### src/rtl/shifter_pipe.sv
// Pipelined barrel shifter: logical/arithmetic shifts and rotates, one level per shift-amount bit.
// A single global stall (advance) moves every stage together; the tag rides alongside the data.
module shifter_pipe #(
  parameter int WIDTH     = 32,
  parameter int SW        = $clog2(WIDTH) + 1,
  parameter int FULL_PIPE = 1,
  parameter int TAG_W     = 4
) (
  input  logic             clk,
  input  logic             rst,
  input  logic             in_valid,
  output logic             in_ready,
  input  logic [WIDTH-1:0] in_a,
  input  logic [SW-1:0]    in_b,
  input  logic             in_dirt,
  input  logic             in_sign,
  input  logic             in_rotate,
  input  logic [TAG_W-1:0] in_tag,
  output logic             out_valid,
  input  logic             out_ready,
  output logic [WIDTH-1:0] out_result,
  output logic [TAG_W-1:0] out_tag
);

  localparam int LVL   = $clog2(WIDTH);
  localparam int AMT_T = (LVL * (LVL + 1)) / 2;

  typedef struct packed {
    logic             valid;
    logic [WIDTH-1:0] value;
    logic             dirt;
    logic             rot;
    logic             fill;
    logic             sat;
    logic [TAG_W-1:0] tag;
  } stage_t;

  // st[i] feeds level i. Each level only carries the amount bits still to be consumed,
  // so the amounts live in a triangular vector: level i owns LVL-i bits at offset OFF(i).
  stage_t [LVL-1:0] st;
  logic [AMT_T-1:0] amt_flat;
  stage_t           in_stage;
  logic             advance;

  logic             out_valid_d, out_valid_q;
  logic [WIDTH-1:0] out_result_d, out_result_q;
  logic [TAG_W-1:0] out_tag_d, out_tag_q;

  assign advance  = ~out_valid_q | out_ready;
  assign in_ready = advance;

  always_comb begin
    in_stage       = '0;
    in_stage.valid = in_valid;
    in_stage.value = in_a;
    in_stage.dirt  = in_dirt;
    in_stage.rot   = in_rotate;
    in_stage.fill  = in_dirt & in_sign & in_a[WIDTH-1] & ~in_rotate;
    in_stage.sat   = in_b[SW-1] & ~in_rotate;
    in_stage.tag   = in_tag;
  end

  assign st[0]             = in_stage;
  assign amt_flat[LVL-1:0] = in_b[LVL-1:0];

  for (genvar i = 0; i < LVL; i++) begin : g_lvl
    localparam int K   = LVL - 1 - i;
    localparam int S   = 1 << K;
    localparam int OFF = i * LVL - (i * (i - 1)) / 2;

    logic [WIDTH-1:0] v;
    logic [WIDTH-1:0] shifted;

    assign v = st[i].value;

    always_comb begin
      shifted = v;
      if (amt_flat[OFF + K]) begin
        if (st[i].rot) begin
          shifted = st[i].dirt ? ((v >> S) | (v << (WIDTH - S)))
                               : ((v << S) | (v >> (WIDTH - S)));
        end else if (st[i].dirt) begin
          shifted = (v >> S) | ({WIDTH{st[i].fill}} & ~({WIDTH{1'b1}} >> S));
        end else begin
          shifted = v << S;
        end
      end
    end

    if (i < LVL - 1) begin : g_mid
      localparam int OFF_N = OFF + K + 1;
      stage_t       stg_d;
      logic [K-1:0] amt_d;

      always_comb begin
        stg_d       = st[i];
        stg_d.value = shifted;
      end
      assign amt_d = amt_flat[OFF +: K];

      if (FULL_PIPE != 0) begin : g_reg
        stage_t       stg_q;
        logic [K-1:0] amt_q;

        always_ff @(posedge clk) begin
          if (rst) begin
            stg_q <= '0;
            amt_q <= '0;
          end else if (advance) begin
            stg_q <= stg_d;
            amt_q <= amt_d;
          end
        end
        assign st[i+1]              = stg_q;
        assign amt_flat[OFF_N +: K] = amt_q;
      end else begin : g_comb
        assign st[i+1]              = stg_d;
        assign amt_flat[OFF_N +: K] = amt_d;
      end
    end else begin : g_last
      // Saturation overrides the shifted value; idle outputs are forced to zero.
      always_comb begin
        out_valid_d  = st[i].valid;
        out_result_d = '0;
        out_tag_d    = '0;
        if (st[i].valid) begin
          out_result_d = st[i].sat ? {WIDTH{st[i].fill}} : shifted;
          out_tag_d    = st[i].tag;
        end
      end
    end
  end

  always_ff @(posedge clk) begin
    if (rst) begin
      out_valid_q  <= 1'b0;
      out_result_q <= '0;
      out_tag_q    <= '0;
    end else if (advance) begin
      out_valid_q  <= out_valid_d;
      out_result_q <= out_result_d;
      out_tag_q    <= out_tag_d;
    end
  end

  assign out_valid  = out_valid_q;
  assign out_result = out_result_q;
  assign out_tag    = out_tag_q;

endmodule
### config.mk
export PLATFORM = sky130hd
export DESIGN_NAME = shifter_pipe
export DESIGN_NICKNAME = d
export VERILOG_FILES = /design/src/rtl/shifter_pipe.sv
export SDC_FILE = /design/constraint.sdc
export NUM_CORES = 1
export LEC_CHECK = 0
export BUFFER_PORTS_ARGS = -buffer_cell sky130_fd_sc_hd__buf_2
export CORE_MARGIN = 3
export CORE_UTILIZATION = 50
export DETAILED_ROUTE_END_ITERATION = 8
export HOLD_SLACK_MARGIN = 0.06
export PLACE_DENSITY = 0.79
export SLEW_MARGIN = 25
export SYNTH_ARGS = -nofsm -noshare
export SYNTH_HDL_FRONTEND = slang
export SYNTH_SLANG_ARGS = --single-unit
### constraint.sdc
create_clock -name clk -period 2.1 [get_ports clk]
set_clock_uncertainty 0.1 [all_clocks]
set_input_delay 0.42 -clock clk [delete_from_list [all_inputs] [get_ports clk]]
set_output_delay 0.42 -clock clk [all_outputs]
set_load 0.01 [all_outputs]
==> reports/results.tsv <==
metric	value	unit
p_clk_frac	0.443	
fp.dieH	149	um
detailed_place_hpwl	15900	um
grt_pass1_vias	8371	
vias	9356	
cp_slowest_cell	dfxtp_1	
vdd_drop_max	0.519	mV
fp.dieW	149	um
grt_pass1_wl	41600	um
antennaDiodeCount	0	
max_stage_delay	0.32	ns
switching_share	0.246	
synth_top_cell_by_area	dfxtp_1	
hold_violations	0	
crit_family	buffers and inverters	
rows	51	
wl	25200	um
crit_chain	nor2b_4 -> clkinv_4 -> buf_16 -> buf_2	
wl_met3	1320	um
synth_top_area_frac	0.413	
drv_slew	0	
clockBufferDepth	3	
drt-met1-wl	11800	um
setup_violations	0	
pwr-share-seq	0.462	
p_int	7200	uW
worstSetupEndpointType	output port	
crit_buf_inv	3	
synth-seq-area-share	0.413	
clkLatencyLatePin	0.52	ns
antenna_found_initial	0	
startpoint_type	flip-flop	
final_cells	1594	
track_usage	0.218	
fin_crit_sh	0.956	
finalNetCount	1363	
placed_cells	1542	
grt-ovfl-total	0	
syn_to_final_growth	15.1	%
tritoncts.num_buffers	23	
gp_congestion	0.871	
ys_warn_count	0	
worst_slew_pin_slew	0.619	ns
drive_gt1_frac	0.128	
cap_violations	0	
drtIter0Drc	721	
combPwrFrac	0.095	
grt_max_degree	129	
cts_tree	done	
synth_area	10200	um2
p_per_area	811	nW/um2
p_leak	0.00417	uW
viasPerCell	5.87	
dr_wl_met2	11400	um
synth_edf_count	0	
die_area	22200	um2
setup.worst_path.class	flip-flop to output port	
hp-class	input port to flip-flop	
syn_avg_cell_area	7.90	um2
htree_levels	1	
drc	0	
grt_setup_unrepaired	false	
pre_cts_ws	0.251	ns
ys_types	35	
numClockSinks	211	
min_period	2.01	ns
synth-seq-cells	211	
port_buffers	86	
critPathRequiredTime	1.58	ns
fin_setup_tns	0	ns
initial_utilization	0.517	
synthFlopType	dfxtp_1	
wl_per_cell	15.8	um
syn_nets	1343	
maxSlewHeadroom	0.587	
io_pins	87	
crit_fanout	21	
fin_ws	0.0920	ns
cts_root_buf	clkbuf_16	
p_switching	2350	uW
antenna_left	0	
coreArea	19800	um2
async_reset_ff_frac	0	
reg2reg_from	out_valid	
syn_inst	1294	
status	finished clean	
hp-start	in_b[5]	
routed.top_layer	met4	
fillers	1721	
clk_pin_slew	0.06	ns
worstSetupStartpoint	out_valid	
fmax	498	MHz
synthTopCellsByArea	dfxtp_1, mux2i_1, a21oi_1, nor2_1, a211oi_1	
dr.pass1.iters	5	
crit_arrival	1.49	ns
## kinds of logic (layout without fill, tap and decap cells)
group	after synthesis	count (layout)	synth area share
compound gates	430	430	0.261
simple gates	386	386	0.153
flops	211	211	0.413
buf+inv	162	197	0.0694
mux	105	105	0.103
## power by group through the flow
stage	Sequential [uW]	Combinational (uW)	Clock, uW
finish	4420	903	4230
global route	4440	1010	4460
CTS	4410	896	4290
detailed placement	4500	873	0
global placement	4490	846	0
floorplan	4400	694	0
## repair_timing
item | CTS | global route
setup buffers | 1 | 0
hold buffers | 9 | 0
gates cloned | 1 | 1
endpoints found under the setup margin | 1 | 1
hold endpoints to repair | 9 | 0
resized for setup | 2 | 0
## cells in the mapped netlist, drive strengths merged, types with 30 or more instances
| cell type | instances |
|---|---|
| inv | 30 |
| mux2i | 105 |
| buf | 66 |
| clkbuf | 65 |
| a211oi | 71 |
| nor2 | 206 |
| o211ai | 30 |
| o21ai | 59 |
| a21oi | 184 |
| nand2 | 136 |
| dfxtp | 211 |
| a22o | 30 |
## flip-flops by register name, summed over array words and instances (netlist names)
| signal | flops |
|---|---|
| g_lvl.v | 128 |
| g_lvl.g_mid.g_reg.stg_q | 35 |
| out_result | 32 |
| g_lvl.g_mid.g_reg.amt_q | 10 |
| out_tag | 4 |
| out_valid | 1 |
| out_valid_d | 1 |
## worst reg2reg max path, stage by stage, from the launching register on
cell,delay (ns)
dfxtp_1,0.32
nor2b_4,0.18
buf_4,0.14
buf_12,0.29
buf_4,0.35
a211oi_1,0.09
a21oi_1,0.16
nor2_1,0.06
## cell usage in the layout (no fill, tap or decap), drive strengths merged, types with 14 or more instances in the layout
cell type,Yosys,final
buf,66,115
o211ai,30,30
a311oi,14,14
nor3,16,16
a22o,30,30
o22ai,14,14
a221oi,17,17
o21ai,59,59
a21oi,184,184
nand2,136,136
nor2,206,206
dfxtp,211,211
clkbuf,65,31
inv,30,31
mux2i,105,105
a211oi,71,71
nand3b,15,15
## through the flow
stage               instance area, um2   util  total power, uW  hold WS [ns]
detailed placement               10800  0.546             5370         0.341
CTS                              11700  0.594             9600        0.0760
global placement                 10800  0.546             5330         0.337
finish                           11800  0.595             9550        0.0903
global route                     11800  0.595             9920        0.0775
floorplan                        10200      -             5090         0.332
## layer usage
layer	up-vias	GRT usage
li1	4626	-
met1	4408	0.307
met2	275	0.346
met3	47	0.0289
met4	0	0.0778
met5	-	0
## worst paths after layout
check	endpoint	slack (ns)	cells after the start
hold / removal	g_lvl[0].g_mid.g_reg.stg_q[4]	0.09	3
hold reg to reg	g_lvl[1].g_mid.g_reg.stg_q[40]	0.34	2
setup / recovery	in_ready	0.09	4
setup reg to reg	g_lvl[4].v[25]	0.28	7
## layout make-up
cell class / count / area (um2) / area share
Timing Repair Buffer: 126 / 981 / 0.0834
Inverter: 31 / 121 / 0.0103
Sequential cell: 211 / 4230 / 0.360
Clock buffer: 30 / 662 / 0.0562
Multi-Input combinational cell: 921 / 5290 / 0.450
Clock inverter: 10 / 148 / 0.0125
Tap cell: 265 / 332 / 0.0282
(Power assumes the default switching activity.)
